<file path="src/rtl/instr_fetch_issue_if.sv">
// Bundle of start, instruction-memory and decode-issue signals for the fetch front end.
// master: the fetch/issue unit; slave: the surrounding pipeline and memory.
interface instr_fetch_issue_if #(
  parameter int unsigned ADDR_W  = 8,
  parameter int unsigned INSTR_W = 16
);
  logic               start;
  logic [ADDR_W-1:0]  start_pc;
  logic               imem_req_valid;
  logic               imem_req_ready;
  logic [ADDR_W-1:0]  imem_req_addr;
  logic               imem_resp_valid;
  logic [INSTR_W-1:0] imem_resp_data;
  logic               dec_valid;
  logic               dec_ready;
  logic [3:0]         dec_opcode;
  logic [3:0]         dec_rd;
  logic [3:0]         dec_rs;
  logic [3:0]         dec_rt;
  logic [ADDR_W-1:0]  dec_pc;
  logic               illegal;
  logic               halted;
  logic               busy;

  modport master (
    input  start, start_pc, imem_req_ready, imem_resp_valid, imem_resp_data, dec_ready,
    output imem_req_valid, imem_req_addr, dec_valid, dec_opcode, dec_rd, dec_rs, dec_rt,
           dec_pc, illegal, halted, busy
  );

  modport slave (
    output start, start_pc, imem_req_ready, imem_resp_valid, imem_resp_data, dec_ready,
    input  imem_req_valid, imem_req_addr, dec_valid, dec_opcode, dec_rd, dec_rs, dec_rt,
           dec_pc, illegal, halted, busy
  );
endinterface

</file>
<file path="src/rtl/instr_fetch_issue.sv">
// Instruction fetch/issue front end: PC, credit-limited fetch, in-order prefetch buffer,
// field split for decode, illegal-opcode squash and HALT drain.
module instr_fetch_issue #(
  parameter int unsigned ADDR_W  = 8,
  parameter int unsigned INSTR_W = 16,
  parameter int unsigned DEPTH   = 2
) (
  input logic                 clk,
  input logic                 reset_n,
  instr_fetch_issue_if.master bus
);

  localparam int unsigned PtrW = (DEPTH > 1) ? $clog2(DEPTH) : 1;
  localparam int unsigned CntW = $clog2(DEPTH + 1);
  localparam int unsigned SumW = CntW + 1;
  localparam logic [3:0]  OpHalt = 4'hB;

  typedef enum logic [1:0] {StIdle, StRun, StDrain, StHalted} state_e;

  state_e             state_q;
  logic [ADDR_W-1:0]  pc_q;
  logic [CntW-1:0]    count_q;
  logic [CntW-1:0]    outst_q;
  logic [CntW-1:0]    outst_d;
  logic [PtrW-1:0]    head_q;
  logic [PtrW-1:0]    tail_q;
  logic [INSTR_W-1:0] word_q [DEPTH];
  logic [ADDR_W-1:0]  addr_q [DEPTH];
  logic               halt_seen_q;
  logic               halted_q;
  logic               busy_q;

  logic [INSTR_W-1:0] head_word;
  logic [3:0]         head_op;
  logic               op_legal;
  logic               resp_fire;
  logic               resp_halt;
  logic               credit;
  logic               req_valid;
  logic               req_fire;
  logic               push;
  logic               dec_valid;
  logic               pop;
  logic               head_halt;
  logic [ADDR_W-1:0]  resp_addr;

  function automatic logic [PtrW-1:0] ptr_inc(input logic [PtrW-1:0] p);
    return (p == PtrW'(DEPTH - 1)) ? '0 : p + 1'b1;
  endfunction

  always_comb begin
    head_word = word_q[head_q];
    head_op   = head_word[15:12];
    op_legal  = 1'b0;
    case (head_op)
      4'h0, 4'h1, 4'h2, 4'h3, 4'h4, 4'h9, 4'hB, 4'hE, 4'hF: op_legal = 1'b1;
      default: op_legal = 1'b0;
    endcase

    // Responses with nothing outstanding are strays (e.g. from before a reset).
    resp_fire = bus.imem_resp_valid && (outst_q != '0);
    resp_halt = resp_fire && (state_q == StRun) && (bus.imem_resp_data[15:12] == OpHalt);
    credit    = ({1'b0, count_q} + {1'b0, outst_q}) < SumW'(DEPTH);
    req_valid = (state_q == StRun) && credit && !resp_halt;
    req_fire  = req_valid && bus.imem_req_ready;
    push      = resp_fire && (state_q == StRun);
    dec_valid = (count_q != '0);
    pop       = dec_valid && bus.dec_ready;
    head_halt = (head_op == OpHalt);
    outst_d   = outst_q + CntW'(req_fire) - CntW'(resp_fire);
    // Requests are sequential and responses in order, so the oldest outstanding address
    // trails the PC by the outstanding count.
    resp_addr = pc_q - ADDR_W'(outst_q);
  end

  assign bus.imem_req_valid = req_valid;
  assign bus.imem_req_addr  = pc_q;
  assign bus.dec_valid      = dec_valid;
  assign bus.dec_opcode     = (dec_valid && op_legal) ? head_op : 4'h0;
  assign bus.dec_rd         = dec_valid ? head_word[11:8] : 4'h0;
  assign bus.dec_rs         = dec_valid ? head_word[7:4] : 4'h0;
  assign bus.dec_rt         = dec_valid ? head_word[3:0] : 4'h0;
  assign bus.dec_pc         = dec_valid ? addr_q[head_q] : '0;
  assign bus.illegal        = pop && !op_legal;
  assign bus.halted         = halted_q;
  assign bus.busy           = busy_q;

  always_ff @(posedge clk or negedge reset_n) begin
    if (!reset_n) begin
      state_q     <= StIdle;
      pc_q        <= '0;
      count_q     <= '0;
      outst_q     <= '0;
      head_q      <= '0;
      tail_q      <= '0;
      halt_seen_q <= 1'b0;
      halted_q    <= 1'b0;
      busy_q      <= 1'b0;
      for (int unsigned i = 0; i < DEPTH; i++) begin
        word_q[i] <= '0;
        addr_q[i] <= '0;
      end
    end else begin
      outst_q <= outst_d;
      count_q <= count_q + CntW'(push) - CntW'(pop);
      if (req_fire) pc_q <= pc_q + 1'b1;
      if (push) begin
        word_q[tail_q] <= bus.imem_resp_data;
        addr_q[tail_q] <= resp_addr;
        tail_q         <= ptr_inc(tail_q);
      end
      if (pop) head_q <= ptr_inc(head_q);
      if (pop && head_halt) halt_seen_q <= 1'b1;

      case (state_q)
        StIdle: begin
          if (bus.start) begin
            pc_q    <= bus.start_pc;
            state_q <= StRun;
            busy_q  <= 1'b1;
          end
        end
        StRun: begin
          if (resp_halt) state_q <= StDrain;
        end
        StDrain: begin
          if ((halt_seen_q || (pop && head_halt)) && (outst_d == '0)) begin
            state_q  <= StHalted;
            busy_q   <= 1'b0;
            halted_q <= 1'b1;
          end
        end
        StHalted: ;
        default: state_q <= StIdle;
      endcase
    end
  end

endmodule

</file>
<file path="src/flat_wrapper.sv">
// flat-port wrapper written by rule: the top's interface ports become plain ports
module instr_fetch_issue_flat 
#(
  parameter int unsigned ADDR_W  = 8,
  parameter int unsigned INSTR_W = 16,
  parameter int unsigned DEPTH   = 2
)
  (clk, reset_n, bus_start, bus_start_pc, bus_imem_req_ready, bus_imem_resp_valid, bus_imem_resp_data, bus_dec_ready, bus_imem_req_valid, bus_imem_req_addr, bus_dec_valid, bus_dec_opcode, bus_dec_rd, bus_dec_rs, bus_dec_rt, bus_dec_pc, bus_illegal, bus_halted, bus_busy);
  instr_fetch_issue_if #(.ADDR_W(ADDR_W), .INSTR_W(INSTR_W)) bus_i ();
  input logic clk;
  input logic reset_n;
  input wire logic [$bits(bus_i.start)-1:0] bus_start;
  input wire logic [$bits(bus_i.start_pc)-1:0] bus_start_pc;
  input wire logic [$bits(bus_i.imem_req_ready)-1:0] bus_imem_req_ready;
  input wire logic [$bits(bus_i.imem_resp_valid)-1:0] bus_imem_resp_valid;
  input wire logic [$bits(bus_i.imem_resp_data)-1:0] bus_imem_resp_data;
  input wire logic [$bits(bus_i.dec_ready)-1:0] bus_dec_ready;
  output wire logic [$bits(bus_i.imem_req_valid)-1:0] bus_imem_req_valid;
  output wire logic [$bits(bus_i.imem_req_addr)-1:0] bus_imem_req_addr;
  output wire logic [$bits(bus_i.dec_valid)-1:0] bus_dec_valid;
  output wire logic [$bits(bus_i.dec_opcode)-1:0] bus_dec_opcode;
  output wire logic [$bits(bus_i.dec_rd)-1:0] bus_dec_rd;
  output wire logic [$bits(bus_i.dec_rs)-1:0] bus_dec_rs;
  output wire logic [$bits(bus_i.dec_rt)-1:0] bus_dec_rt;
  output wire logic [$bits(bus_i.dec_pc)-1:0] bus_dec_pc;
  output wire logic [$bits(bus_i.illegal)-1:0] bus_illegal;
  output wire logic [$bits(bus_i.halted)-1:0] bus_halted;
  output wire logic [$bits(bus_i.busy)-1:0] bus_busy;
  assign bus_i.start = bus_start;
  assign bus_i.start_pc = bus_start_pc;
  assign bus_i.imem_req_ready = bus_imem_req_ready;
  assign bus_i.imem_resp_valid = bus_imem_resp_valid;
  assign bus_i.imem_resp_data = bus_imem_resp_data;
  assign bus_i.dec_ready = bus_dec_ready;
  assign bus_imem_req_valid = bus_i.imem_req_valid;
  assign bus_imem_req_addr = bus_i.imem_req_addr;
  assign bus_dec_valid = bus_i.dec_valid;
  assign bus_dec_opcode = bus_i.dec_opcode;
  assign bus_dec_rd = bus_i.dec_rd;
  assign bus_dec_rs = bus_i.dec_rs;
  assign bus_dec_rt = bus_i.dec_rt;
  assign bus_dec_pc = bus_i.dec_pc;
  assign bus_illegal = bus_i.illegal;
  assign bus_halted = bus_i.halted;
  assign bus_busy = bus_i.busy;
  instr_fetch_issue #(.ADDR_W(ADDR_W), .INSTR_W(INSTR_W), .DEPTH(DEPTH)) u_core (.clk(clk), .reset_n(reset_n), .bus(bus_i));
endmodule
</file>
<file path="config.mk">
export PLATFORM = sky130hd
export DESIGN_NAME = instr_fetch_issue_flat
export DESIGN_NICKNAME = d
export VERILOG_FILES = /design/src/rtl/instr_fetch_issue_if.sv /design/src/rtl/instr_fetch_issue.sv /design/src/flat_wrapper.sv
export SDC_FILE = /design/constraint.sdc
export NUM_CORES = 1
export LEC_CHECK = 0
export BUFFER_PORTS_ARGS = -buffer_cell sky130_fd_sc_hd__buf_2
export CELL_PAD_IN_SITES_DETAIL_PLACEMENT = 1
export CELL_PAD_IN_SITES_GLOBAL_PLACEMENT = 1
export CORE_MARGIN = 5
export CORE_UTILIZATION = 42
export CTS_CLUSTER_DIAMETER = 50
export DETAILED_ROUTE_END_ITERATION = 12
export GPL_TIMING_DRIVEN = 1
export HOLD_SLACK_MARGIN = 0.1
export PLACE_DENSITY_LB_ADDON = 0.1
export SETUP_SLACK_MARGIN = 0.02
export SLEW_MARGIN = 20
export SYNTH_ARGS = -nofsm -noshare
export SYNTH_HDL_FRONTEND = slang
export SYNTH_SLANG_ARGS = --single-unit
</file>
<file path="constraint.sdc">
create_clock -name clk -period 4.6 [get_ports clk]
set_input_delay 0.69 -clock clk [delete_from_list [all_inputs] [get_ports clk]]
set_output_delay 0.69 -clock clk [all_outputs]
set_load 0.01 [all_outputs]
</file>
==> results of run 1 <==
==> metal layers <==
layer / vias up / wire length [µm] / global-route usage, %
li1: 1176 / - / -
met1: 1171 / 3270 / 20.0
met2: 53 / 3600 / 26.7
met3: 12 / 365 / 3.75
met4: 0 / 88 / 6.22
met5: - / 0 / 0
==> path summary, 6_finish.rpt <==
path                                            to              start  slack, ns
worst min-delay path            u_core.halt_seen_q            reset_n       0.34
worst max register to register   u_core.state_q[1]  u_core.outst_q[0]       1.65
worst min register to register   u_core.bus.halted  u_core.bus.halted       0.46
min in group clk                 u_core.bus.halted  u_core.bus.halted       0.46
max in group asynchronous         u_core.addr_q[5]            reset_n       3.51
worst max-delay path             u_core.state_q[1]  u_core.outst_q[0]       1.65
==> Yosys cell counts, types with 2 or more instances <==
cell type,number
nor4_2,2
clkbuf_1,6
ha_1,10
nor2_1,48
o21ai_0,7
fa_1,2
o21ai_1,3
mux2_1,28
xor2_1,3
xnor2_1,16
inv_2,2
nor3_1,5
dfrtp_1,67
mux2i_2,3
nand2_1,15
a21oi_1,16
buf_2,5
buf_4,2
mux2i_1,22
nand3_1,4
inv_1,15
mux2_2,5
==> kinds of logic after synthesis <==
kind of cell | Yosys count | synth area share [%]
AND/OR/NAND/NOR | 83 | 11.3
flip-flops | 67 | 48.9
multiplexers | 59 | 18.9
AO/OA/AOI/OAI | 37 | 7.26
buffers and inverters | 31 | 4.01
XOR/XNOR | 19 | 4.85
adder cells (fa/ha/maj) | 12 | 4.82
==> area by class of cell <==
cell class                      instances  area, µm²  area share (%)
Multi-Input combinational cell        210       1620            40.1
Timing Repair Buffer                   71        370            9.20
Clock inverter                          5       30.0           0.746
Sequential cell                        67       1680            41.7
Clock buffer                           10        138            3.42
Tap cell                              105        131            3.26
Inverter                               17       63.8            1.59
==> registers in the layout (all words and copies together), names as in the netlist <==
signal	flops
u_core.addr_q	16
u_core.outst_q	2
u_core.tail_q	1
u_core.state_q	2
u_core.bus.imem_req_addr	8
u_core.word_q	32
u_core.bus.halted	1
u_core.head_q	1
u_core.halt_seen_q	1
u_core.count_q	2
u_core.bus.busy	1
==> power breakdown <==
part | leakage, nW | internal [mW] | switching (mW)
clock | 0.0839 | 0.204 | 0.218
combinational | 1.06 | 0.718 | 0.842
sequential | 0.790 | 0.888 | 0.224
total | 1.93 | 1.81 | 1.29
==> per-stage QoR <==
step	instances	setup slack (ns)	power [mW]	hold slack [ns]
global placement	470	1.70	2.67	0.445
floorplan	308	1.86	2.21	0.394
detailed placement	470	1.59	2.73	0.442
CTS	485	1.59	3.16	0.461
finish	485	1.65	3.10	0.337
global route	485	1.39	3.39	0.382
==> placed cells by master (no fill, tap or decap), types with 2 or more instances in the layout <==
cell type	n
nor3_1	5
fa_1	2
a21oi_1	16
mux2i_2	3
nor4_2	2
mux2_1	28
clkinvlp_4	2
inv_2	2
xnor2_1	16
buf_2	65
nor2_1	48
mux2i_1	22
inv_1	15
nand3_1	4
o21ai_1	3
clkinv_2	3
buf_4	6
clkbuf_8	10
nand2_1	15
ha_1	10
o21ai_0	7
xor2_1	3
mux2_2	5
dfrtp_1	67
==> flow_summary.yaml, run 1 <==
run_status:
  status: "finished, final reports clean"
logic_synthesis:
  synth_top_cell_area_share_pct: 48.9
  ys_top_cells_by_area: "dfrtp_1 49%, mux2_1 9.2%, mux2i_1 6.4%"
  synth_ff_type: "dfrtp_1"
  ys_seq_area_share_pct: 48.9
  async_flop_share_pct: 100
  avgSynthCellArea_um2: 11.1
  synth.distinct_cells: 44
  synth-edff-count: 0
  synth_nets: 350
  ys_seq_elements: 67
  synthCells: 308
  syn_area_um2: 3430
  synth_area_leader_cell: "dfrtp_1"
  ys.warnings.count: 0
drt:
  drt_iter0_markers: 33
  vias: 2412
  firstDrtPassIters: 4
  wl_um: 7330
  drc_errors: 0
  postRouteAntennaNets: 0
  wl_per_cell_um: 15.1
  vias_per_cell: 4.97
sta:
  fmaxAchievable_ghz: 0.339
  period_minus_slack_ns: 2.95
  finalHoldViolations: 0
  maxSlewViolCount: 0
  tns_ns: 0
  worst_clock_skew_ns: 0.0105
  relSlewSlack_pct: 61.8
  worstMarginPinSlew_ns: 0.573
  fin_crit_sh_pct: 64.2
  rsz0062_at_grt: "false"
  setup_viol: 0
floorplanning:
  die_h_um: 100
  initial_core_util_pct: 42.4
  dieArea_um2: 10100
  die_w_um: 100
  rows: 33
  num_io_pins: 67
  coreArea_um2: 8090
clocking:
  root_buffer: "clkbuf_8"
  cts_tree: "done"
  cts_setup_buffers: 0
  clkLatencyLatePin_ns: 0.34
  clk_path_buf_depth: 2
  cts_hold_buf: 0
  cts-buffers-inserted: 9
  path_clk_slew_ns: 0.08
  post_cts_resized: 0
  htreeDepth: 3
  clock_sinks: 67
worst_setup_path:
  reg2regPathDepth: 12
  critPathSlowestCell: "fa_1"
  critical_path.top_delay_family: "compound AO/OA/AOI/OAI gates"
  path_buf_inv: 2
  path_common_cell: "nor2_1"
  worst-path-stages: 12
  critical_path_required_ns: 4.83
  worstPathArrival_ns: 3.18
  critical_path_class: "reg2reg"
  end_kind: "register"
  crit_fanout: 6
  critical_path.cell_chain: "inv_1 -> nor2_1 -> fa_1 -> nor2_1 -> o2111ai_4 -> inv_2 -> ha_1 -> nand2_1 -> o311ai_0 -> a211oi_1 -> a21boi_2 -> mux2_4"
  slowest_delay_ns: 0.43
  cp-start-kind: "register"
cells_and_area:
  n_antenna_cell: 0
  postLayoutCellArea_um2: 4030
  synthToLayoutAreaGrowth_pct: 17.4
  layout-drive-gt1-share_pct: 28.7
  nets: 418
  fillCellCount: 938
  utilization_pct: 49.7
power:
  ir_drop_mv: 0.286
  powerDensity_nw_per_um2: 769
  p_leak_nw: 1.93
global_routing:
  antenna_found_initial: 0
  grt_pass1_wl_um: 12600
  track_usage_pct: 16.0
  grt_pass1_vias: 2645
  globalRouteOverflowTotal: 0
  grt_start_max_net_pins: 46
hold_path:
  hp-class: "in2async"
job:
  drv_cap: 0
placed_design:
  io_buffers: 66
  hpwl_um: 5380
  dpl_cell_area_um2: 3850
  routabilityCongestion: 0.786
Note: power is estimated with default switching activity, not from simulation.
==> run 2, diff against run 1 <==
CORE_UTILIZATION = 39   (was 42)
clock period = 2.45 ns   (was 4.6 ns; I/O delays follow)
==> run 2 against run 1 <==
The run now ends with negative setup slack left. Clock power grew 110%. Non-clock buffer count grew 19. Critical endpoint unchanged. Sequential power grew 86%. Design area grew 5.2%. Wire length grew 2.5%. Count of clock-buffer cells in the layout shrank 1. Maximum frequency grew 18%. Flip-flop and latch count is the same. Core utilization shrank 0.72 points. Largest cell class unchanged.
==> flow_summary.yaml, run 2 (same netlist as run 1, synthesis figures left out) <==
power:
  p_int_mw: 3.67
  ir_drop_mv: 0.506
  switching_share_pct: 40.5
  power.total_mw: 6.17
  p_sw_mw: 2.50
  power_frac_seq_pct: 33.5
  p_leak_nw: 2.04
  powerDensity_nw_per_um2: 1460
  combPwrFrac_pct: 52.1
  clockPowerShare_pct: 14.4
global_routing:
  globalRouteOverflowTotal: 0
  antenna_found_initial: 0
  grt_start_max_net_pins: 26
  grt_pass1_vias: 2733
  track_usage_pct: 14.4
  grt_pass1_wl_um: 12800
drt:
  drc_errors: 0
  wl_per_cell_um: 14.8
  vias: 2485
  wl_met3_um: 319
  wl_met2_um: 3740
  wl_um: 7510
  firstDrtPassIters: 4
  maxUsedRoutingLayer: "met4"
  drt_iter0_markers: 45
  postRouteAntennaNets: 0
  vias_per_cell: 4.90
  wl_met1_um: 3350
sta:
  relSlewSlack_pct: 62.5
  fin_crit_sh_pct: 102
  worst_clock_skew_ns: 0.0105
  worstMarginPinSlew_ns: 0.563
  tns_ns: -0.0531
  period_minus_slack_ns: 2.50
  maxSlewViolCount: 0
  finalHoldViolations: 0
  fin_ws_ns: -0.0531
  setup_viol: 1
  rsz0062_at_grt: "true"
  fmaxAchievable_ghz: 0.400
worst_setup_path:
  cp-start-kind: "register"
  reg2regPathDepth: 12
  critical_path_required_ns: 2.67
  worstPathArrival_ns: 2.73
  path_buf_inv: 2
  critical_path.cell_chain: "inv_2 -> nor2_2 -> fa_1 -> nor2_2 -> o2111ai_4 -> inv_2 -> ha_4 -> xnor2_2 -> xnor2_2 -> a211oi_2 -> a21boi_2 -> mux2_4"
  critPathSlowestCell: "fa_1"
  cp-startpoint: "u_core.count_q[0]"
  slowest_delay_ns: 0.45
  timing.rr.start: "u_core.count_q[0]"
  critical_path.top_delay_family: "adder cells"
  worst-path-stages: 12
  crit_end: "u_core.state_q[1]"
  critical_path_class: "reg2reg"
  end_kind: "register"
  r2r_setup_slack_ns: -0.05
  rr_endpoint: "u_core.state_q[1]"
  crit_fanout: 3
cells_and_area:
  n_antenna_cell: 0
  largest_reg_flops: 32
  nets: 437
  layout_common_cells: "67 x dfrtp_1, 66 x buf_2, 46 x nor2_1, 28 x mux2_1, 23 x buf_4"
  synthToLayoutAreaGrowth_pct: 23.4
  postLayoutCellArea_um2: 4230
  fillCellCount: 996
  final_cells: 507
  layout-drive-gt1-share_pct: 33.8
  final_common_cell: "dfrtp_1"
  top_register: "u_core.word_q"
placed_design:
  io_buffers: 66
  dp_slack_ns: -0.180
  routabilityCongestion: 0.718
  hpwl_um: 5600
  dpl_cell_area_um2: 4000
  placedCellCount: 489
floorplanning:
  num_io_pins: 67
  initial_core_util_pct: 39.7
  die_w_um: 104
  dieArea_um2: 10800
  die_h_um: 104
  coreArea_um2: 8640
  rows: 34
hold_path:
  hp-class: "in2reg"
clocking:
  htreeDepth: 3
  clkLatencyLatePin_ns: 0.34
  root_buffer: "clkbuf_8"
  cts-buffers-inserted: 9
  cts_tree: "done"
  clk_path_buf_depth: 2
  clock_sinks: 67
  path_clk_slew_ns: 0.08
run_status:
  status: "complete, but fails checks"
  violations: "negative setup slack"
job:
  drv_cap: 0
==> run 2: power by group through the flow <==
stage | logic, mW | clock network (mW) | registers (mW)
2_1_floorplan | 2.18 | 0 | 2.02
3_3_place_gp | 3.14 | 0 | 2.05
3_5_place_dp | 3.21 | 0 | 2.09
4_1_cts | 3.29 | 0.920 | 2.07
5_1_grt | 3.61 | 0.973 | 2.15
6_report | 3.21 | 0.888 | 2.07
==> run 2: stage by stage <==
stage          hold slack [ns]  util, %
2_1_floorplan           0.0719        -
3_3_place_gp             0.401     46.4
3_5_place_dp             0.400     46.4
4_1_cts                  0.240     49.0
5_1_grt                  0.244     49.0
6_report                 0.256     49.0
==> run 2: worst min-delay path by stage <==
stage                                     start                 to  slack, ns  cells after the start
final                     bus_imem_resp_data[4]   u_core.word_q[4]       0.26                      2
after global routing      bus_imem_resp_data[4]   u_core.word_q[4]       0.24                      2
after CTS                 bus_imem_resp_data[1]   u_core.word_q[1]       0.24                      2
after detailed placement                reset_n  u_core.state_q[1]       0.40                      1
after global placement                  reset_n  u_core.state_q[0]       0.40                      1
after floorplan                         reset_n   u_core.addr_q[0]       0.07                      0
==> run 2: metal layers <==
| metal | GRT usage [%] | vias up |
|---|---|---|
| met5 | 0 | - |
| met4 | 4.44 | 0 |
| met3 | 3.54 | 9 |
| met2 | 24.5 | 49 |
| met1 | 18.0 | 1219 |
| li1 | - | 1208 |
==> run 2: cell type report <==
cell class                 count  area [µm²]  area share [%]
clock buffer                   9         124            2.93
clock inverter                 6        67.6            1.60
inverter                      17        63.8            1.51
multi-input combinational    210        1650            39.0
sequential                    67        1680            39.6
tap                          108         135            3.19
timing repair buffer          90         513            12.1
==> run 2: repair_timing <==
item                                    4_1_cts  5_1_grt
buffers inserted                              2        0
endpoints found under the setup margin        2        6
pin swaps                                     5        2
hold buffers                                  1        0
endpoints found under the hold margin        21        0
gates resized for setup                       3        1
